### src/rtl/mem_access_stage.sv
// EX/MEM pipeline register and memory-stage access controller for the pipelined LEGv8 core.
// Holds the execute results, runs a variable-latency req/ack data-memory access and resolves branches.
module mem_access_stage #(
  parameter int N       = 64,
  parameter int TIMEOUT = 16
) (
  input  logic         clk,
  input  logic         reset,
  input  logic         valid_E,
  input  logic [N-1:0] PCBranch_E,
  input  logic [N-1:0] aluResult_E,
  input  logic [N-1:0] writeData_E,
  input  logic         zero_E,
  input  logic         Branch_E,
  input  logic         MemRead_E,
  input  logic         MemWrite_E,
  input  logic         RegWrite_E,
  input  logic         MemtoReg_E,
  input  logic [4:0]   writeReg_E,
  input  logic         memAck,
  input  logic [N-1:0] memRdata,
  output logic         memReq,
  output logic         memWe,
  output logic [N-1:0] memAddr,
  output logic [N-1:0] memWdata,
  output logic         stall_M,
  output logic         PCSrc_M,
  output logic [N-1:0] PCBranch_M,
  output logic [N-1:0] aluResult_M,
  output logic [N-1:0] readData_M,
  output logic [4:0]   writeReg_M,
  output logic         RegWrite_M,
  output logic         MemtoReg_M,
  output logic         valid_M,
  output logic         misalign_M,
  output logic         busErr_M,
  output logic [1:0]   state_dbg_o
);

  localparam int CW = $clog2(TIMEOUT + 1);

  typedef enum logic [1:0] {
    S_IDLE = 2'd0,
    S_BUSY = 2'd1,
    S_DONE = 2'd2
  } state_t;

  state_t        state_q;
  logic [CW-1:0] cnt_q;
  logic          err_q;
  logic [N-1:0]  rdata_q;

  logic          valid_q;
  logic [N-1:0]  pcbranch_q;
  logic [N-1:0]  alu_q;
  logic [N-1:0]  wdata_q;
  logic          zero_q;
  logic          branch_q;
  logic          memread_q;
  logic          memwrite_q;
  logic          regwrite_q;
  logic          memtoreg_q;
  logic [4:0]    wreg_q;

  logic          mem_op;
  logic          aligned;
  logic          timeout_hit;

  assign mem_op      = valid_q & (memread_q | memwrite_q);
  assign aligned     = (alu_q[2:0] == 3'b000);
  assign timeout_hit = (cnt_q == CW'(TIMEOUT - 1));

  // Memory handshake: memReq is high for exactly the BUSY cycles; address, data and
  // write-enable come straight from the held M registers, so they stay stable until the
  // edge where memAck is sampled high. memAck/memRdata are ignored outside BUSY.
  assign memReq   = (state_q == S_BUSY);
  assign memWe    = memReq & memwrite_q;
  assign memAddr  = alu_q;
  assign memWdata = wdata_q;

  assign stall_M    = ((state_q == S_IDLE) & mem_op & aligned) | (state_q == S_BUSY);
  assign misalign_M = mem_op & ~aligned;
  assign busErr_M   = (state_q == S_DONE) & err_q;
  assign RegWrite_M = regwrite_q & ~misalign_M & ~busErr_M;
  assign PCSrc_M    = branch_q & zero_q & valid_q;

  assign PCBranch_M  = pcbranch_q;
  assign aluResult_M = alu_q;
  assign readData_M  = rdata_q;
  assign writeReg_M  = wreg_q;
  assign MemtoReg_M  = memtoreg_q;
  assign valid_M     = valid_q;
  assign state_dbg_o = state_q;

  // EX/MEM register: advances whenever the stage is not stalled.
  always_ff @(posedge clk) begin
    if (reset) begin
      valid_q    <= 1'b0;
      pcbranch_q <= '0;
      alu_q      <= '0;
      wdata_q    <= '0;
      zero_q     <= 1'b0;
      branch_q   <= 1'b0;
      memread_q  <= 1'b0;
      memwrite_q <= 1'b0;
      regwrite_q <= 1'b0;
      memtoreg_q <= 1'b0;
      wreg_q     <= '0;
    end else if (!stall_M) begin
      valid_q    <= valid_E;
      pcbranch_q <= PCBranch_E;
      alu_q      <= aluResult_E;
      wdata_q    <= writeData_E;
      zero_q     <= zero_E;
      branch_q   <= Branch_E;
      memread_q  <= MemRead_E;
      memwrite_q <= MemWrite_E;
      regwrite_q <= RegWrite_E;
      memtoreg_q <= MemtoReg_E;
      wreg_q     <= writeReg_E;
    end
  end

  // Access FSM; an ack in the same cycle as the timeout wins over the error.
  always_ff @(posedge clk) begin
    if (reset) begin
      state_q <= S_IDLE;
      cnt_q   <= '0;
      err_q   <= 1'b0;
      rdata_q <= '0;
    end else begin
      case (state_q)
        S_IDLE: begin
          if (mem_op && aligned) begin
            state_q <= S_BUSY;
            cnt_q   <= '0;
          end
        end
        S_BUSY: begin
          if (memAck) begin
            if (memread_q) rdata_q <= memRdata;
            state_q <= S_DONE;
          end else if (timeout_hit) begin
            err_q   <= 1'b1;
            rdata_q <= '0;
            state_q <= S_DONE;
          end else begin
            cnt_q <= cnt_q + CW'(1);
          end
        end
        S_DONE: begin
          err_q   <= 1'b0;
          state_q <= S_IDLE;
        end
        default: state_q <= S_IDLE;
      endcase
    end
  end

endmodule

### config.mk
export PLATFORM = sky130hd
export DESIGN_NAME = mem_access_stage
export DESIGN_NICKNAME = d
export VERILOG_FILES = /design/src/rtl/mem_access_stage.sv
export SDC_FILE = /design/constraint.sdc
export NUM_CORES = 1
export LEC_CHECK = 0
export ABC_AREA = 1
export BUFFER_PORTS_ARGS = -buffer_cell sky130_fd_sc_hd__clkbuf_2
export CORE_AREA = 3 3 237 239
export CTS_BUF_LIST = sky130_fd_sc_hd__clkbuf_4
export CTS_CLUSTER_SIZE = 20
export DETAILED_ROUTE_END_ITERATION = 12
export DIE_AREA = 0 0 240 242
export PLACE_DENSITY = 0.43
export SYNTH_ARGS = -nofsm -noshare
export SYNTH_HDL_FRONTEND = slang
export SYNTH_SLANG_ARGS = --single-unit
export TNS_END_PERCENT = 5
### constraint.sdc
create_clock -name clk -period 3.01 [get_ports clk]
set_input_delay 0.301 -clock clk [delete_from_list [all_inputs] [get_ports clk]]
set_output_delay 0.301 -clock clk [all_outputs]
set_load 0.05 [all_outputs]
# [Word-level counts from Yosys, hierarchy flattened]
# Index checks and enable logic that the tools add are counted.
[word_totals] mem_bits_ro=0 latchBits=0 elab_cells=64 mem_count=0 reg_bits=276 mem_bits_rw=0
[classes] addsub=1 bitwise=15 muxes=14 shift=0 order_cmp=0 reduce_logical=10 n_eq_ne=9 mul=0 n_div=0
[op_table] op="64-bit two-way mux" count=3
[op_table] op="5-bit two-way mux" count=3
[op_table] op="1-bit bitwise AND" count=10
[op_table] op="5-bit case mux with 2 select lines" count=1
[op_table] op="2-bit two-way mux" count=3
[op_table] op="2-bit by 1-bit != test with 1-bit output (second input constant)" count=3
[op_table] op="3-bit AND reduction" count=2
[op_table] op="2-bit nonzero test" count=3
[op_table] op="5-bit by 1-bit adder with 5-bit output (second input constant)" count=1
[op_table] op="5-bit by 4-bit equality test with 1-bit output (second input constant)" count=1
[op_table] op="2-bit != test (second input constant)" count=2
[op_table] op="2-bit case mux with 2 select lines" count=1
[op_table] op="4-bit AND reduction" count=1
[op_table] op="3-bit logical NOT" count=1
[op_table] op="3-bit by 2-bit != test with 1-bit output (second input constant)" count=1
[op_table] op="1-bit inverter" count=3
[op_table] op="2-bit by 1-bit equality test with 1-bit output (second input constant)" count=1
[op_table] op="2-bit equality test (second input constant)" count=1
[op_table] op="2-bit logical NOT" count=1
[op_table] op="1-bit two-way mux" count=2
[op_table] op="1-bit bitwise OR" count=2
[op_table] op="1-bit case mux with 2 select lines" count=1
[op_table] op="2-bit AND reduction" count=1
[op_table] op="1-bit logical AND" count=1

# [Depth between registers and ports, before layout]
# Gate-level depths: netlist of run 1.
[depth] depth_word=6 depth_mapped=10 ltp_nobuf=10

# [Worst setup path after synthesis of run 1]
# Ideal clock, no wire load.
[synth_path] kind="reg2out" from="register alu_q[0], in the netlist aluResult_M[0]" to="output RegWrite_M" path_stages_with_launch=6 path_buffers=0 arrival_ns=2.525 t_required_ns=2.709 slack_ns=0.184 path_cell_list="dfxtp_1 -> inv_1 -> nand2_1 -> nor2_1 -> nor3_1 -> nor3b_1"
[synth_between] elab_chain_cells=6
[synth_lines] item="start: declaration" line="55" rtl="logic [N-1:0] alu_q;"
[synth_lines] item="start signal: assignment" line="112" rtl="alu_q <= aluResult_E;"
[synth_lines] item="3-bit logical NOT" line="70" rtl="assign aligned = (alu_q[2:0] == 3'b000);"
[synth_lines] item="1-bit inverter" line="82" rtl="assign misalign_M = mem_op & ~aligned;"
[synth_lines] item="1-bit bitwise AND" line="82"
[synth_lines] item="via misalign_M" line="35" rtl="output logic misalign_M,"
[synth_lines] item="1-bit inverter" line="84" rtl="assign RegWrite_M = regwrite_q & ~misalign_M & ~busErr_M;"
[synth_lines] item="1-bit bitwise AND (2 in series)" line="84"
[synth_lines] item="end: declaration" line="32" rtl="output logic RegWrite_M,"
# The timed path passes the listed nets, and every way through them passes these cells.

# [Worst setup path in the final report of run 1]
[layout_path] from="register alu_q[1], in the netlist aluResult_M[1]" to="output stall_M"
[layout_between] elab_chain_cells=3
[layout_lines] item="3-bit logical NOT" line="70"
[layout_lines] item="1-bit bitwise AND" line="81" rtl="assign stall_M = ((state_q == S_IDLE) & mem_op & aligned) | (state_q == S_BUSY);"
[layout_lines] item="1-bit bitwise OR" line="81"
[layout_lines] item="end: declaration" line="26" rtl="output logic stall_M,"
# No other way between the ends.

==> run_summary.xml, run 1 <==
<?xml version="1.0" encoding="UTF-8"?>
<metrics>
  <group name="critical_path">
    <metric name="critical_path_depth" unit="">7</metric>
    <metric name="timing_endpoint_of_the_critical_path" unit="">stall_M</metric>
    <metric name="setup.worst_path.class" unit="">reg -&gt; out</metric>
    <metric name="ff2ff_setup_slack" unit="ps">670</metric>
    <metric name="worst_ep_arrival_time" unit="ps">2330</metric>
    <metric name="r2r.worst_path.cells" unit="">9</metric>
    <metric name="worst_path_dominant_cell_family" unit="">simple AND/OR/NAND/NOR gates</metric>
    <metric name="slowest_stage_delay_on_critical_path" unit="ps">350</metric>
    <metric name="critical_path.cell_chain" unit="">inv_2, nand2_1, nor2_2, nand3_4, nand2_8, buf_12, buf_12</metric>
    <metric name="path_common_cell" unit="">sky130_fd_sc_hd__buf_12</metric>
    <metric name="worst_setup_path_startpoint" unit="">aluResult_M[1]$_SDFFE_PP0N_</metric>
    <metric name="critical_path.reg2reg.startpoint" unit="">cnt_q[0]$_SDFFE_PP0P_</metric>
    <metric name="worst-endpoint-required" unit="ps">2710</metric>
    <metric name="reg2reg_to" unit="">readData_M[60]$_SDFFE_PP0P_</metric>
    <metric name="crit_path_max_fanout" unit="">35</metric>
    <metric name="setup_crit_end_kind" unit="">output pin</metric>
    <metric name="path_buf_inv" unit="">3</metric>
    <metric name="cp_slowest_cell" unit="">sky130_fd_sc_hd__dfxtp_1</metric>
    <metric name="worstSetupStartpointType" unit="">register</metric>
  </group>
  <group name="global_route">
    <metric name="grt_pass1_vias" unit="">12702</metric>
    <metric name="grt.overflow.total" unit="">0</metric>
    <metric name="antenna_violations_before_repair" unit="">4</metric>
    <metric name="grt_pass1_wl" unit="µm">69600</metric>
    <metric name="maximum_number_of_pins_on_one_net_before_global_route_repair" unit="">151</metric>
    <metric name="grtUsageTotal" unit="%">14.9</metric>
  </group>
  <group name="route">
    <metric name="drt_iter0_drc" unit="">412</metric>
    <metric name="ant_nets" unit="">0</metric>
    <metric name="drt_drc_violations_left" unit="">0</metric>
    <metric name="avgViaCountPerCell" unit="">4.32</metric>
    <metric name="drt_wl_total" unit="µm">45700</metric>
    <metric name="vias" unit="">12428</metric>
    <metric name="wire_per_inst" unit="µm">15.9</metric>
    <metric name="drtPass1Iterations" unit="">4</metric>
  </group>
  <group name="clock_network">
    <metric name="cts_made_buffers" unit="">81</metric>
    <metric name="cts.path.max_buffers" unit="">3</metric>
    <metric name="worstSkewPairLatency" unit="ps">760</metric>
    <metric name="numClockSinks" unit="">276</metric>
    <metric name="cts.clk_slew.worst_paths" unit="ps">70</metric>
    <metric name="cts_setup_buffers" unit="">0</metric>
    <metric name="h_tree_levels" unit="">3</metric>
    <metric name="root_buffer" unit="">sky130_fd_sc_hd__clkbuf_4</metric>
    <metric name="tritoncts" unit="">yes</metric>
  </group>
  <group name="floorplan">
    <metric name="num_io_pins" unit="">607</metric>
    <metric name="die-height" unit="µm">242</metric>
    <metric name="die-area" unit="µm²">58100</metric>
    <metric name="placeableCoreArea" unit="µm²">54000</metric>
    <metric name="start_util" unit="%">20.2</metric>
    <metric name="std_cell_rows" unit="">85</metric>
    <metric name="die_w" unit="µm">240</metric>
  </group>
  <group name="pwr">
    <metric name="power_frac_clock" unit="%">36.3</metric>
    <metric name="max-vdd-ir-drop" unit="V">0.000248</metric>
    <metric name="total_leakage_power" unit="nW">8.19</metric>
    <metric name="design_power_total" unit="mW">9.77</metric>
    <metric name="switching_part_of_the_total_power" unit="%">33.8</metric>
    <metric name="p_int" unit="mW">6.47</metric>
    <metric name="relative_contribution_of_sequential_cells_to_total_power" unit="%">40.9</metric>
    <metric name="combinationalPowerShare" unit="%">22.8</metric>
    <metric name="power.density_cell_area" unit="nW/µm²">554</metric>
    <metric name="power.switching" unit="mW">3.31</metric>
  </group>
  <group name="job">
    <metric name="max_cap_violations" unit="">0</metric>
  </group>
  <group name="timing">
    <metric name="fin_worst_hold_slack" unit="ps">174</metric>
    <metric name="final_cycle_share" unit="%">87.4</metric>
    <metric name="tns" unit="ps">0</metric>
    <metric name="fmax" unit="MHz">380</metric>
    <metric name="worst_clock_skew" unit="ps">31.3</metric>
    <metric name="tightest_slew" unit="ps">778</metric>
    <metric name="relative_max_transition_margin" unit="%">48.1</metric>
    <metric name="finalWorstPathRequiredPeriod" unit="ps">2630</metric>
    <metric name="maxSlewViolCount" unit="">0</metric>
    <metric name="timing_hold_violations_final" unit="">0</metric>
    <metric name="setup_repair_after_global_routing_missed_its_margin" unit="">false</metric>
    <metric name="setup-violations-final" unit="">0</metric>
  </group>
  <group name="place">
    <metric name="buffer_ports.inserted" unit="">606</metric>
    <metric name="half_perimeter_wire_length_of_the_detailed_placement_result" unit="µm">29800</metric>
    <metric name="place_congestion" unit="">0.798</metric>
  </group>
  <group name="layout">
    <metric name="layout_common_cells" unit="">sky130_fd_sc_hd__clkbuf_2 (604), sky130_fd_sc_hd__nand2_1 (278), sky130_fd_sc_hd__dfxtp_1 (275), sky130_fd_sc_hd__a21oi_1 (271), sky130_fd_sc_hd__dlygate4sd3_1 (269)</metric>
    <metric name="layout.nets" unit="">2399</metric>
    <metric name="areaGrowthSynthToFinish" unit="%">61.7</metric>
    <metric name="post_route_cells_drive_above_1_share" unit="%">36.0</metric>
    <metric name="mostFrequentLayoutCell" unit="">sky130_fd_sc_hd__clkbuf_2</metric>
    <metric name="final_util" unit="%">32.7</metric>
  </group>
  <group name="synthesis">
    <metric name="ys_ff_latch" unit="">276</metric>
    <metric name="netlist_area" unit="µm²">10900</metric>
    <metric name="yosys_warnings" unit="">0</metric>
    <metric name="synth_area_leader_cell" unit="">sky130_fd_sc_hd__dfxtp_1</metric>
    <metric name="synthCells" unit="">1336</metric>
    <metric name="synth.yosys.seq_area_share" unit="%">50.6</metric>
    <metric name="netlist_top_cells_area" unit="">sky130_fd_sc_hd__dfxtp_1 (51%), sky130_fd_sc_hd__a21oi_1 (12%), sky130_fd_sc_hd__nand2_1 (9.6%)</metric>
    <metric name="synth_area_per_cell" unit="µm²">8.17</metric>
    <metric name="synthesis.nets" unit="">1609</metric>
    <metric name="synth.lib_cells_used.distinct" unit="">24</metric>
    <metric name="synthDominantCellAreaShare" unit="%">50.6</metric>
  </group>
  <group name="min_path">
    <metric name="worst_hold_path_type" unit="">in -&gt; reg</metric>
  </group>
  <group name="outcome">
    <metric name="result_of_the_run" unit="">completed</metric>
  </group>
</metrics>
[power by group through the flow]
stage / clock, mW / combinational, mW / sequential [mW]
6_report: 3.54 / 2.23 / 4.00
5_1_grt: 3.90 / 2.36 / 4.02
4_1_cts: 3.74 / 2.24 / 4.00
3_5_place_dp: 0 / 1.95 / 4.07
3_3_place_gp: 0 / 1.95 / 4.07
2_1_floorplan: 0 / 0.769 / 4.73
[timing repair]
action                                  in CTS  in global routing
gates cloned                                 0                  0
endpoints found under the setup margin       1                  1
resized for setup                            1                  1
hold buffers                               269                  0
pin swaps                                    0                  0
hold endpoints to repair                   273                  0
[layout make-up]
class | count | area (µm²)
Clock buffer | 115 | 863
Timing Repair Buffer | 896 | 6010
Multi-Input combinational cell | 856 | 4180
Sequential cell | 276 | 5530
Clock inverter | 17 | 124
Inverter | 15 | 56.3
Tap cell | 696 | 871
Fill cell | 5723 | 36400
Antenna cell | 5 | 12.5
[how the worst min path moves through the flow]
| stage | start | end | slack, ps | cells after the start |
|---|---|---|---|---|
| after global routing | reset | state_dbg_o[0]$_SDFFE_PP0P_ | 80 | 2 |
| final | reset | memWdata[55]$_SDFFE_PP0N_ | 170 | 2 |
| after global placement | regwrite_q$_SDFFE_PP0N_ | regwrite_q$_SDFFE_PP0N_ | 450 | 2 |
| after CTS | reset | memWdata[55]$_SDFFE_PP0N_ | 50 | 2 |
| after detailed placement | PCBranch_M[6]$_SDFFE_PP0N_ | PCBranch_M[6]$_SDFFE_PP0N_ | 450 | 2 |
| after floorplan | valid_E | valid_M$_SDFFE_PP0N_ | 420 | 2 |
[metal layers]
layer / vias to the layer above / global-route usage, % / routed length (µm)
met5: - / 0 / 0
met3: 114 / 4.90 / 3240
met1: 5751 / 16.3 / 18100
li1: 6102 / - / -
met2: 461 / 26.0 / 22700
met4: 0 / 6.63 / 1610
[per-stage QoR]
stage / worst slack (ps) / std cells / area, µm²
final: 378 / 2876 / 17600
after global routing: 119 / 2876 / 17600
after CTS: 52.5 / 2871 / 17600
after detailed placement: 710 / 2470 / 13900
after global placement: 801 / 2470 / 13900
after floorplan: 184 / 1336 / 10900
[Yosys cell counts, drive strengths merged]
cell type,instances
dfxtp,276
or2,1
nand3,210
o21bai,1
xor2,1
nor3b,2
buf,154
nor2,18
nor3,2
ha,2
inv,15
clkbuf,35
nand2,281
nand4,67
a21oi,271
[worst reg2reg max path: cells and delay by family, from the launching register on]
family	cells	cell delay, ps
AO/OA/AOI/OAI	1	180
adder cells (fa/ha/maj)	2	390
buffers and inverters	1	580
flip-flops	1	390
AND/OR/NAND/NOR	5	730
[state kept, by name (all words and copies together), names as in the netlist]
name / cells
PCBranch_M: 64
readData_M: 64
branch_q: 1
valid_M: 1
writeReg_M: 5
err_q: 1
cnt_q: 5
MemtoReg_M: 1
memwrite_q: 1
zero_q: 1
aluResult_M: 64
memread_q: 1
state_dbg_o: 2
memWdata: 64
regwrite_q: 1
[cells by family (layout without fill, tap and decap cells)]
group | Yosys count | after routing | share of synthesized area [%]
AO/OA/AOI/OAI | 272 | 272 | 12.5
XOR/XNOR | 1 | 1 | 0.0803
adder cells (fa/ha/maj) | 2 | 2 | 0.229
buffers and inverters | 204 | 1043 | 11.3
flip-flops | 276 | 276 | 50.6
other | 0 | 5 | 0
AND/OR/NAND/NOR | 581 | 581 | 25.2
Power figures use the tool's default switching activity.
==> run 2: changes to the inputs <==
--- a/config.mk
+++ b/config.mk
@@ -7,12 +7,11 @@
 export LEC_CHECK = 0
 export ABC_AREA = 1
 export BUFFER_PORTS_ARGS = -buffer_cell sky130_fd_sc_hd__clkbuf_2
-export CORE_AREA = 3 3 237 239
-export CTS_BUF_LIST = sky130_fd_sc_hd__clkbuf_4
+export CORE_AREA = 3 3 233 235
 export CTS_CLUSTER_SIZE = 20
 export DETAILED_ROUTE_END_ITERATION = 12
-export DIE_AREA = 0 0 240 242
-export PLACE_DENSITY = 0.43
+export DIE_AREA = 0 0 236 238
+export PLACE_DENSITY = 0.45
 export SYNTH_ARGS = -nofsm -noshare
 export SYNTH_HDL_FRONTEND = slang
 export SYNTH_SLANG_ARGS = --single-unit
==> run 2 against run 1 <==
  * Setup slack better by 81 ps
  * Maximum frequency up 3.2%
  * Count of clock-buffer cells in the layout fell by 63
  * Final area down 8.6%
  * Critical path depth decreased by 4
  * Flip-flop and latch count unchanged
  * Sequential share of layout area up 2.9 points
  * Sequential power is essentially flat
  * Total power rose by 3.5%
  * Highest routed layer unchanged
==> run_summary.xml, run 2 (synthesis results as in run 1) <==
<?xml version="1.0" encoding="UTF-8"?>
<metrics>
  <group name="outcome">
    <metric name="result_of_the_run" unit="">completed</metric>
  </group>
  <group name="clock_network">
    <metric name="h_tree_levels" unit="">2</metric>
    <metric name="root_buffer" unit="">sky130_fd_sc_hd__clkbuf_16</metric>
    <metric name="numClockSinks" unit="">276</metric>
    <metric name="cts_setup_buffers" unit="">0</metric>
    <metric name="cts_resized" unit="">0</metric>
    <metric name="cts_made_buffers" unit="">35</metric>
    <metric name="worstSkewPairLatency" unit="ps">530</metric>
    <metric name="cts.clk_slew.worst_paths" unit="ps">60</metric>
    <metric name="tritoncts" unit="">yes</metric>
    <metric name="cts.path.max_buffers" unit="">3</metric>
  </group>
  <group name="critical_path">
    <metric name="worst_path_dominant_cell_family" unit="">simple AND/OR/NAND/NOR gates</metric>
    <metric name="setup.worst_path.class" unit="">reg -&gt; out</metric>
    <metric name="cp_slowest_cell" unit="">sky130_fd_sc_hd__dfxtp_1</metric>
    <metric name="path_buf_inv" unit="">1</metric>
    <metric name="worst-endpoint-required" unit="ps">2710</metric>
    <metric name="setup_crit_end_kind" unit="">output pin</metric>
    <metric name="worst_ep_arrival_time" unit="ps">2250</metric>
    <metric name="critical_path.cell_chain" unit="">nand2_8, nand2_8, clkbuf_2</metric>
    <metric name="crit_path_max_fanout" unit="">63</metric>
    <metric name="path_common_cell" unit="">sky130_fd_sc_hd__nand2_8</metric>
    <metric name="slowest_stage_delay_on_critical_path" unit="ps">610</metric>
    <metric name="worstSetupStartpointType" unit="">register</metric>
  </group>
  <group name="timing">
    <metric name="tns" unit="ps">0</metric>
    <metric name="setup-violations-final" unit="">0</metric>
    <metric name="setup_repair_after_global_routing_missed_its_margin" unit="">false</metric>
    <metric name="fmax" unit="MHz">392</metric>
    <metric name="maxSlewViolCount" unit="">0</metric>
    <metric name="relative_max_transition_margin" unit="%">29.2</metric>
    <metric name="fin_worst_hold_slack" unit="ps">38.2</metric>
    <metric name="final_cycle_share" unit="%">84.8</metric>
    <metric name="worst_clock_skew" unit="ps">18.9</metric>
    <metric name="timing_hold_violations_final" unit="">0</metric>
    <metric name="finalWorstPathRequiredPeriod" unit="ps">2550</metric>
    <metric name="tightest_slew" unit="ps">1060</metric>
    <metric name="layout_setup_ws" unit="ps">459</metric>
  </group>
  <group name="route">
    <metric name="ant_nets" unit="">0</metric>
    <metric name="detailroute.wirelength.met3" unit="µm">3000</metric>
    <metric name="highest_layer" unit="">met4</metric>
    <metric name="drt_iter0_drc" unit="">596</metric>
    <metric name="wire_per_inst" unit="µm">16.2</metric>
    <metric name="drt_drc_violations_left" unit="">0</metric>
    <metric name="drt_wl_total" unit="µm">42600</metric>
    <metric name="drtPass1Iterations" unit="">5</metric>
    <metric name="routed-wl-met2" unit="µm">21000</metric>
    <metric name="avgViaCountPerCell" unit="">4.37</metric>
    <metric name="vias" unit="">11515</metric>
    <metric name="wirelength_met1" unit="µm">17100</metric>
  </group>
  <group name="layout">
    <metric name="post_layout_nonfiller_instances" unit="">2634</metric>
    <metric name="post-route-cell-area" unit="µm²">16100</metric>
    <metric name="layout_common_cells" unit="">sky130_fd_sc_hd__clkbuf_2 (605), sky130_fd_sc_hd__nand2_1 (278), sky130_fd_sc_hd__dfxtp_1 (276), sky130_fd_sc_hd__a21oi_1 (271), sky130_fd_sc_hd__nand3_1 (189)</metric>
    <metric name="layout.nets" unit="">2192</metric>
    <metric name="mostFrequentLayoutCell" unit="">sky130_fd_sc_hd__clkbuf_2</metric>
    <metric name="nFillCells" unit="">5676</metric>
    <metric name="post_route_cells_drive_above_1_share" unit="%">36.3</metric>
    <metric name="final_util" unit="%">30.7</metric>
    <metric name="areaGrowthSynthToFinish" unit="%">47.8</metric>
  </group>
  <group name="floorplan">
    <metric name="die-area" unit="µm²">56200</metric>
    <metric name="die_w" unit="µm">236</metric>
    <metric name="num_io_pins" unit="">607</metric>
    <metric name="die-height" unit="µm">238</metric>
    <metric name="std_cell_rows" unit="">84</metric>
    <metric name="placeableCoreArea" unit="µm²">52400</metric>
    <metric name="start_util" unit="%">20.8</metric>
  </group>
  <group name="place">
    <metric name="number_of_placed_cells_counting_well_taps" unit="">2455</metric>
    <metric name="place_congestion" unit="">0.838</metric>
    <metric name="buffer_ports.inserted" unit="">606</metric>
    <metric name="worst_case_setup_slack_after_placement" unit="ps">676</metric>
    <metric name="half_perimeter_wire_length_of_the_detailed_placement_result" unit="µm">28700</metric>
    <metric name="placement.cell_area" unit="µm²">13800</metric>
  </group>
  <group name="global_route">
    <metric name="antenna_violations_before_repair" unit="">2</metric>
    <metric name="grt.overflow.total" unit="">0</metric>
    <metric name="grt_pass1_wl" unit="µm">64600</metric>
    <metric name="maximum_number_of_pins_on_one_net_before_global_route_repair" unit="">209</metric>
    <metric name="grt_pass1_vias" unit="">11151</metric>
    <metric name="grtUsageTotal" unit="%">14.1</metric>
  </group>
  <group name="pwr">
    <metric name="max-vdd-ir-drop" unit="V">0.000312</metric>
    <metric name="total_leakage_power" unit="nW">7.46</metric>
    <metric name="power.density_cell_area" unit="nW/µm²">627</metric>
    <metric name="design_power_total" unit="mW">10.1</metric>
  </group>
  <group name="job">
    <metric name="max_cap_violations" unit="">0</metric>
  </group>
  <group name="min_path">
    <metric name="worst_hold_path_type" unit="">in -&gt; reg</metric>
  </group>
</metrics>
## run 2: power breakdown
group | leakage (nW) | internal (mW) | switching, mW
Sequential | 2.28 | 3.86 | 0.138
Clock | 0.554 | 2.44 | 1.64
Combinational | 4.63 | 0.557 | 1.48
## run 2: tightest hold or removal path: cells and delay by family
family | cells | cell delay (ps)
buffers and inverters | 1 | 80
and+or+nand+nor | 1 | 80
AOI/OAI and AO/OA | 1 | 60
## run 2: area by class of cell
class / instances / area (µm²) / area share [%]
flip-flops and latches: 276 / 5530 / 34.3
well taps: 688 / 861 / 5.34
diodes: 2 / 5.00 / 0.0310
clock buffers: 52 / 1060 / 6.59
repair buffers: 735 / 4370 / 27.1
inverters: 15 / 56.3 / 0.349
multi-input cells: 856 / 4180 / 25.9
clock inverters: 10 / 58.8 / 0.365
## run 2: worst paths after layout
check | end | depth (start not counted) | slack (ps) | from
max | stall_M | 3 | 460 | state_dbg_o[0]$_SDFFE_PP0P_
min | readData_M[16]$_SDFFE_PP0P_ | 3 | 40 | memRdata[16]
max reg2reg | readData_M[46]$_SDFFE_PP0P_ | 5 | 680 | state_dbg_o[0]$_SDFFE_PP0P_
min reg2reg | regwrite_q$_SDFFE_PP0N_ | 2 | 460 | regwrite_q$_SDFFE_PP0N_
## run 2: per-layer routing
layer	GRT usage [%]	vias up
met5	0	-
met3	3.99	78
met2	24.2	410
li1	-	5658
met1	16.7	5369
met4	5.42	0
## run 2: repair_timing
item / 4_1_cts / 5_1_grt
setup endpoints to repair: 0 / 0
endpoints found under the hold margin: 115 / 0
hold buffers: 115 / 0
==> run 3: changes to the inputs <==
--- a/config.mk
+++ b/config.mk
@@ -5,13 +5,13 @@
 export SDC_FILE = /design/constraint.sdc
 export NUM_CORES = 1
 export LEC_CHECK = 0
-export ABC_AREA = 1
+export ABC_AREA = 0
 export BUFFER_PORTS_ARGS = -buffer_cell sky130_fd_sc_hd__clkbuf_2
-export CORE_AREA = 3 3 233 235
+export CORE_AREA = 3 3 237 239
 export CTS_CLUSTER_SIZE = 20
 export DETAILED_ROUTE_END_ITERATION = 12
-export DIE_AREA = 0 0 236 238
-export PLACE_DENSITY = 0.45
+export DIE_AREA = 0 0 240 242
+export PLACE_DENSITY = 0.46
 export SYNTH_ARGS = -nofsm -noshare
 export SYNTH_HDL_FRONTEND = slang
 export SYNTH_SLANG_ARGS = --single-unit
==> constraint.sdc (replaced) <==
create_clock -name clk -period 2.1 [get_ports clk]
set_input_delay 0.21 -clock clk [delete_from_list [all_inputs] [get_ports clk]]
set_output_delay 0.21 -clock clk [all_outputs]
set_load 0.05 [all_outputs]
==> run 3 against run 2 <==
  * Sequential power is 44% higher
  * Routed wire length increased by 2.5%
  * Synthesized area grew 6.2%
  * Critical path type unchanged
  * Non-clock buffer count rose by 189
  * Critical endpoint unchanged
  * Count of clock-buffer cells in the layout fell by 3
  * Clock power grew 61%
  * Clock skew fell by 4.5 ps
  * Die area is 3.4% higher
  * Register-to-register slack worse by 640 ps
  * Via count increased by 4.5%
==> run_summary.xml, run 3 <==
<?xml version="1.0" encoding="UTF-8"?>
<metrics>
  <group name="pwr">
    <metric name="switching_part_of_the_total_power" unit="%">30.9</metric>
    <metric name="relative_contribution_of_sequential_cells_to_total_power" unit="%">36.4</metric>
    <metric name="combinationalPowerShare" unit="%">22.0</metric>
    <metric name="power_frac_clock" unit="%">41.6</metric>
    <metric name="power.switching" unit="mW">4.87</metric>
    <metric name="power.density_cell_area" unit="nW/µm²">826</metric>
    <metric name="p_int" unit="mW">10.9</metric>
    <metric name="total_leakage_power" unit="nW">8.47</metric>
    <metric name="max-vdd-ir-drop" unit="V">0.000515</metric>
  </group>
  <group name="floorplan">
    <metric name="die_w" unit="µm">240</metric>
    <metric name="num_io_pins" unit="">607</metric>
    <metric name="std_cell_rows" unit="">85</metric>
    <metric name="start_util" unit="%">21.4</metric>
    <metric name="die-area" unit="µm²">58100</metric>
    <metric name="die-height" unit="µm">242</metric>
    <metric name="placeableCoreArea" unit="µm²">54000</metric>
  </group>
  <group name="layout">
    <metric name="mostFrequentLayoutCell" unit="">sky130_fd_sc_hd__clkbuf_2</metric>
    <metric name="layout_common_cells" unit="">sky130_fd_sc_hd__clkbuf_2 (602), sky130_fd_sc_hd__nand2_1 (405), sky130_fd_sc_hd__dfxtp_1 (272), sky130_fd_sc_hd__dlygate4sd3_1 (269), sky130_fd_sc_hd__mux2i_1 (200)</metric>
    <metric name="areaGrowthSynthToFinish" unit="%">65.0</metric>
    <metric name="nFillCells" unit="">5517</metric>
    <metric name="layout.nets" unit="">2363</metric>
    <metric name="post_route_cells_drive_above_1_share" unit="%">34.5</metric>
  </group>
  <group name="clock_network">
    <metric name="cts.path.max_buffers" unit="">3</metric>
    <metric name="root_buffer" unit="">sky130_fd_sc_hd__clkbuf_16</metric>
    <metric name="tritoncts" unit="">yes</metric>
    <metric name="h_tree_levels" unit="">2</metric>
    <metric name="numClockSinks" unit="">276</metric>
    <metric name="cts_made_buffers" unit="">35</metric>
    <metric name="cts.clk_slew.worst_paths" unit="ps">60</metric>
    <metric name="worstSkewPairLatency" unit="ps">520</metric>
  </group>
  <group name="place">
    <metric name="buffer_ports.inserted" unit="">606</metric>
    <metric name="place_congestion" unit="">0.777</metric>
    <metric name="half_perimeter_wire_length_of_the_detailed_placement_result" unit="µm">30100</metric>
    <metric name="worst_case_setup_slack_after_placement" unit="ps">96.2</metric>
  </group>
  <group name="critical_path">
    <metric name="setup_crit_end_kind" unit="">output pin</metric>
    <metric name="worst_ep_arrival_time" unit="ps">1860</metric>
    <metric name="worst-endpoint-required" unit="ps">1890</metric>
    <metric name="worstSetupStartpointType" unit="">register</metric>
    <metric name="crit_path_max_fanout" unit="">2</metric>
    <metric name="setup.worst_path.class" unit="">reg -&gt; out</metric>
  </group>
  <group name="timing">
    <metric name="relative_max_transition_margin" unit="%">50.7</metric>
    <metric name="layout_setup_ws" unit="ps">32.6</metric>
    <metric name="worst_clock_skew" unit="ps">14.4</metric>
    <metric name="maxSlewViolCount" unit="">0</metric>
    <metric name="timing_hold_violations_final" unit="">0</metric>
    <metric name="final_cycle_share" unit="%">98.4</metric>
    <metric name="finalWorstPathRequiredPeriod" unit="ps">2070</metric>
    <metric name="fin_worst_hold_slack" unit="ps">117</metric>
    <metric name="setup-violations-final" unit="">0</metric>
    <metric name="fmax" unit="MHz">484</metric>
    <metric name="tns" unit="ps">0</metric>
    <metric name="tightest_slew" unit="ps">739</metric>
    <metric name="setup_repair_after_global_routing_missed_its_margin" unit="">true</metric>
  </group>
  <group name="outcome">
    <metric name="result_of_the_run" unit="">completed</metric>
  </group>
  <group name="synthesis">
    <metric name="netlist_area" unit="µm²">11600</metric>
    <metric name="post_synth_most_frequent_cells" unit="">sky130_fd_sc_hd__nand2_1 (405), sky130_fd_sc_hd__dfxtp_1 (276), sky130_fd_sc_hd__mux2i_1 (201)</metric>
    <metric name="synth_flop_cell" unit="">sky130_fd_sc_hd__dfxtp_1</metric>
    <metric name="synth.yosys.seq_area_share" unit="%">47.7</metric>
    <metric name="synth.lib_cells_used.distinct" unit="">36</metric>
    <metric name="synthesis.nets" unit="">1576</metric>
    <metric name="netlist_top_cells_area" unit="">sky130_fd_sc_hd__dfxtp_1 (48%), sky130_fd_sc_hd__mux2i_1 (17%), sky130_fd_sc_hd__nand2_1 (13%)</metric>
    <metric name="synth_area_per_cell" unit="µm²">8.89</metric>
    <metric name="ys_ff_latch" unit="">276</metric>
    <metric name="yosys_warnings" unit="">0</metric>
    <metric name="cell_with_the_most_instances_after_synthesis" unit="">sky130_fd_sc_hd__nand2_1</metric>
    <metric name="synthDominantCellAreaShare" unit="%">47.7</metric>
    <metric name="synthArstFlopShare" unit="%">0</metric>
    <metric name="synth_enable_flop_cells" unit="">0</metric>
    <metric name="synth_area_leader_cell" unit="">sky130_fd_sc_hd__dfxtp_1</metric>
    <metric name="synthCells" unit="">1303</metric>
  </group>
  <group name="global_route">
    <metric name="grtUsageTotal" unit="%">14.2</metric>
    <metric name="grt.overflow.total" unit="">0</metric>
    <metric name="antenna_violations_before_repair" unit="">1</metric>
    <metric name="grt_pass1_wl" unit="µm">67100</metric>
    <metric name="grt_pass1_vias" unit="">12341</metric>
    <metric name="maximum_number_of_pins_on_one_net_before_global_route_repair" unit="">82</metric>
  </group>
  <group name="route">
    <metric name="ant_nets" unit="">0</metric>
    <metric name="drt_iter0_drc" unit="">415</metric>
    <metric name="vias" unit="">12038</metric>
    <metric name="wire_per_inst" unit="µm">15.5</metric>
    <metric name="drtPass1Iterations" unit="">5</metric>
    <metric name="drt_drc_violations_left" unit="">0</metric>
    <metric name="drt_wl_total" unit="µm">43600</metric>
    <metric name="avgViaCountPerCell" unit="">4.28</metric>
  </group>
  <group name="job">
    <metric name="max_cap_violations" unit="">0</metric>
  </group>
  <group name="min_path">
    <metric name="worst_hold_path_type" unit="">in -&gt; reg</metric>
  </group>
</metrics>
==> run 3: power groups by stage <==
stage / logic [mW] / clock network [mW] / registers, mW
3_3_place_gp: 3.02 / 0 / 5.84
4_1_cts: 3.47 / 6.80 / 5.75
5_1_grt: 3.68 / 6.99 / 5.78
3_5_place_dp: 3.02 / 0 / 5.86
6_report: 3.47 / 6.56 / 5.75
2_1_floorplan: 1.25 / 0 / 6.82
==> run 3: per-stage QoR <==
step	cells	instance area (µm²)	power [mW]	utilization (%)
after global placement	2474	15000	8.86	27.7
final	2813	19100	15.8	35.4
after CTS	2811	19000	16.0	35.2
after floorplan	1303	11600	8.07	-
after global routing	2812	19100	16.4	35.4
after detailed placement	2474	15000	8.88	27.7
==> run 3: cell families after synthesis <==
| logic type | synth area share [%] |
|---|---|
| multiplexers | 17.4 |
| adder cells (fa/ha/maj) | 0.216 |
| flip-flops | 47.7 |
| AND/OR/NAND/NOR | 17.9 |
| AO/OA/AOI/OAI | 6.95 |
| buffers and inverters | 9.92 |
==> run 3: critical path, cell delays in order (launching register included) <==
cell,delay (ps)
sky130_fd_sc_hd__dfxtp_1,310
sky130_fd_sc_hd__or4_4,550
sky130_fd_sc_hd__o21ai_4,200
sky130_fd_sc_hd__buf_12,140
sky130_fd_sc_hd__clkbuf_16,150
==> run 3: path summary, 6_finish.rpt <==
check | slack [ps] | from | end | cells past startpoint
max | 30 | state_dbg_o[1]$_SDFFE_PP0P_ | stall_M | 4
min | 120 | memAck | err_q$_SDFFE_PP0P_ | 4
max reg2reg | 40 | state_dbg_o[1]$_SDFFE_PP0P_ | PCBranch_M[15]$_SDFFE_PP0N_ | 6
min reg2reg | 460 | PCBranch_M[34]$_SDFFE_PP0N_ | PCBranch_M[34]$_SDFFE_PP0N_ | 2
==> run 3: cell type report <==
class / instances / area [µm²] / share of cell area (%)
Tap cell: 696 / 871 / 4.56
Clock buffer: 49 / 1040 / 5.45
Multi-Input combinational cell: 846 / 4960 / 25.9
Clock inverter: 14 / 223 / 1.17
Sequential cell: 276 / 5530 / 28.9
Timing Repair Buffer: 924 / 6450 / 33.8
Inverter: 7 / 36.3 / 0.190
Antenna cell: 1 / 2.50 / 0.0131
==> run 3: per-layer routing <==
metal,up-vias,global-route usage [%],wire (µm)
met5,-,0,0
met4,0,7.64,2250
met3,130,2.90,2550
li1,5892,-,-
met1,5573,15.5,17200
met2,443,25.6,21600
==> run 3: what timing repair did <==
item,in CTS,in global routing
resized for setup,7,12
buffers inserted,4,0
endpoints found under the setup margin,3,109
hold endpoints to repair,268,0
pin swaps,2,3
cloned,1,1
hold buffers,269,0
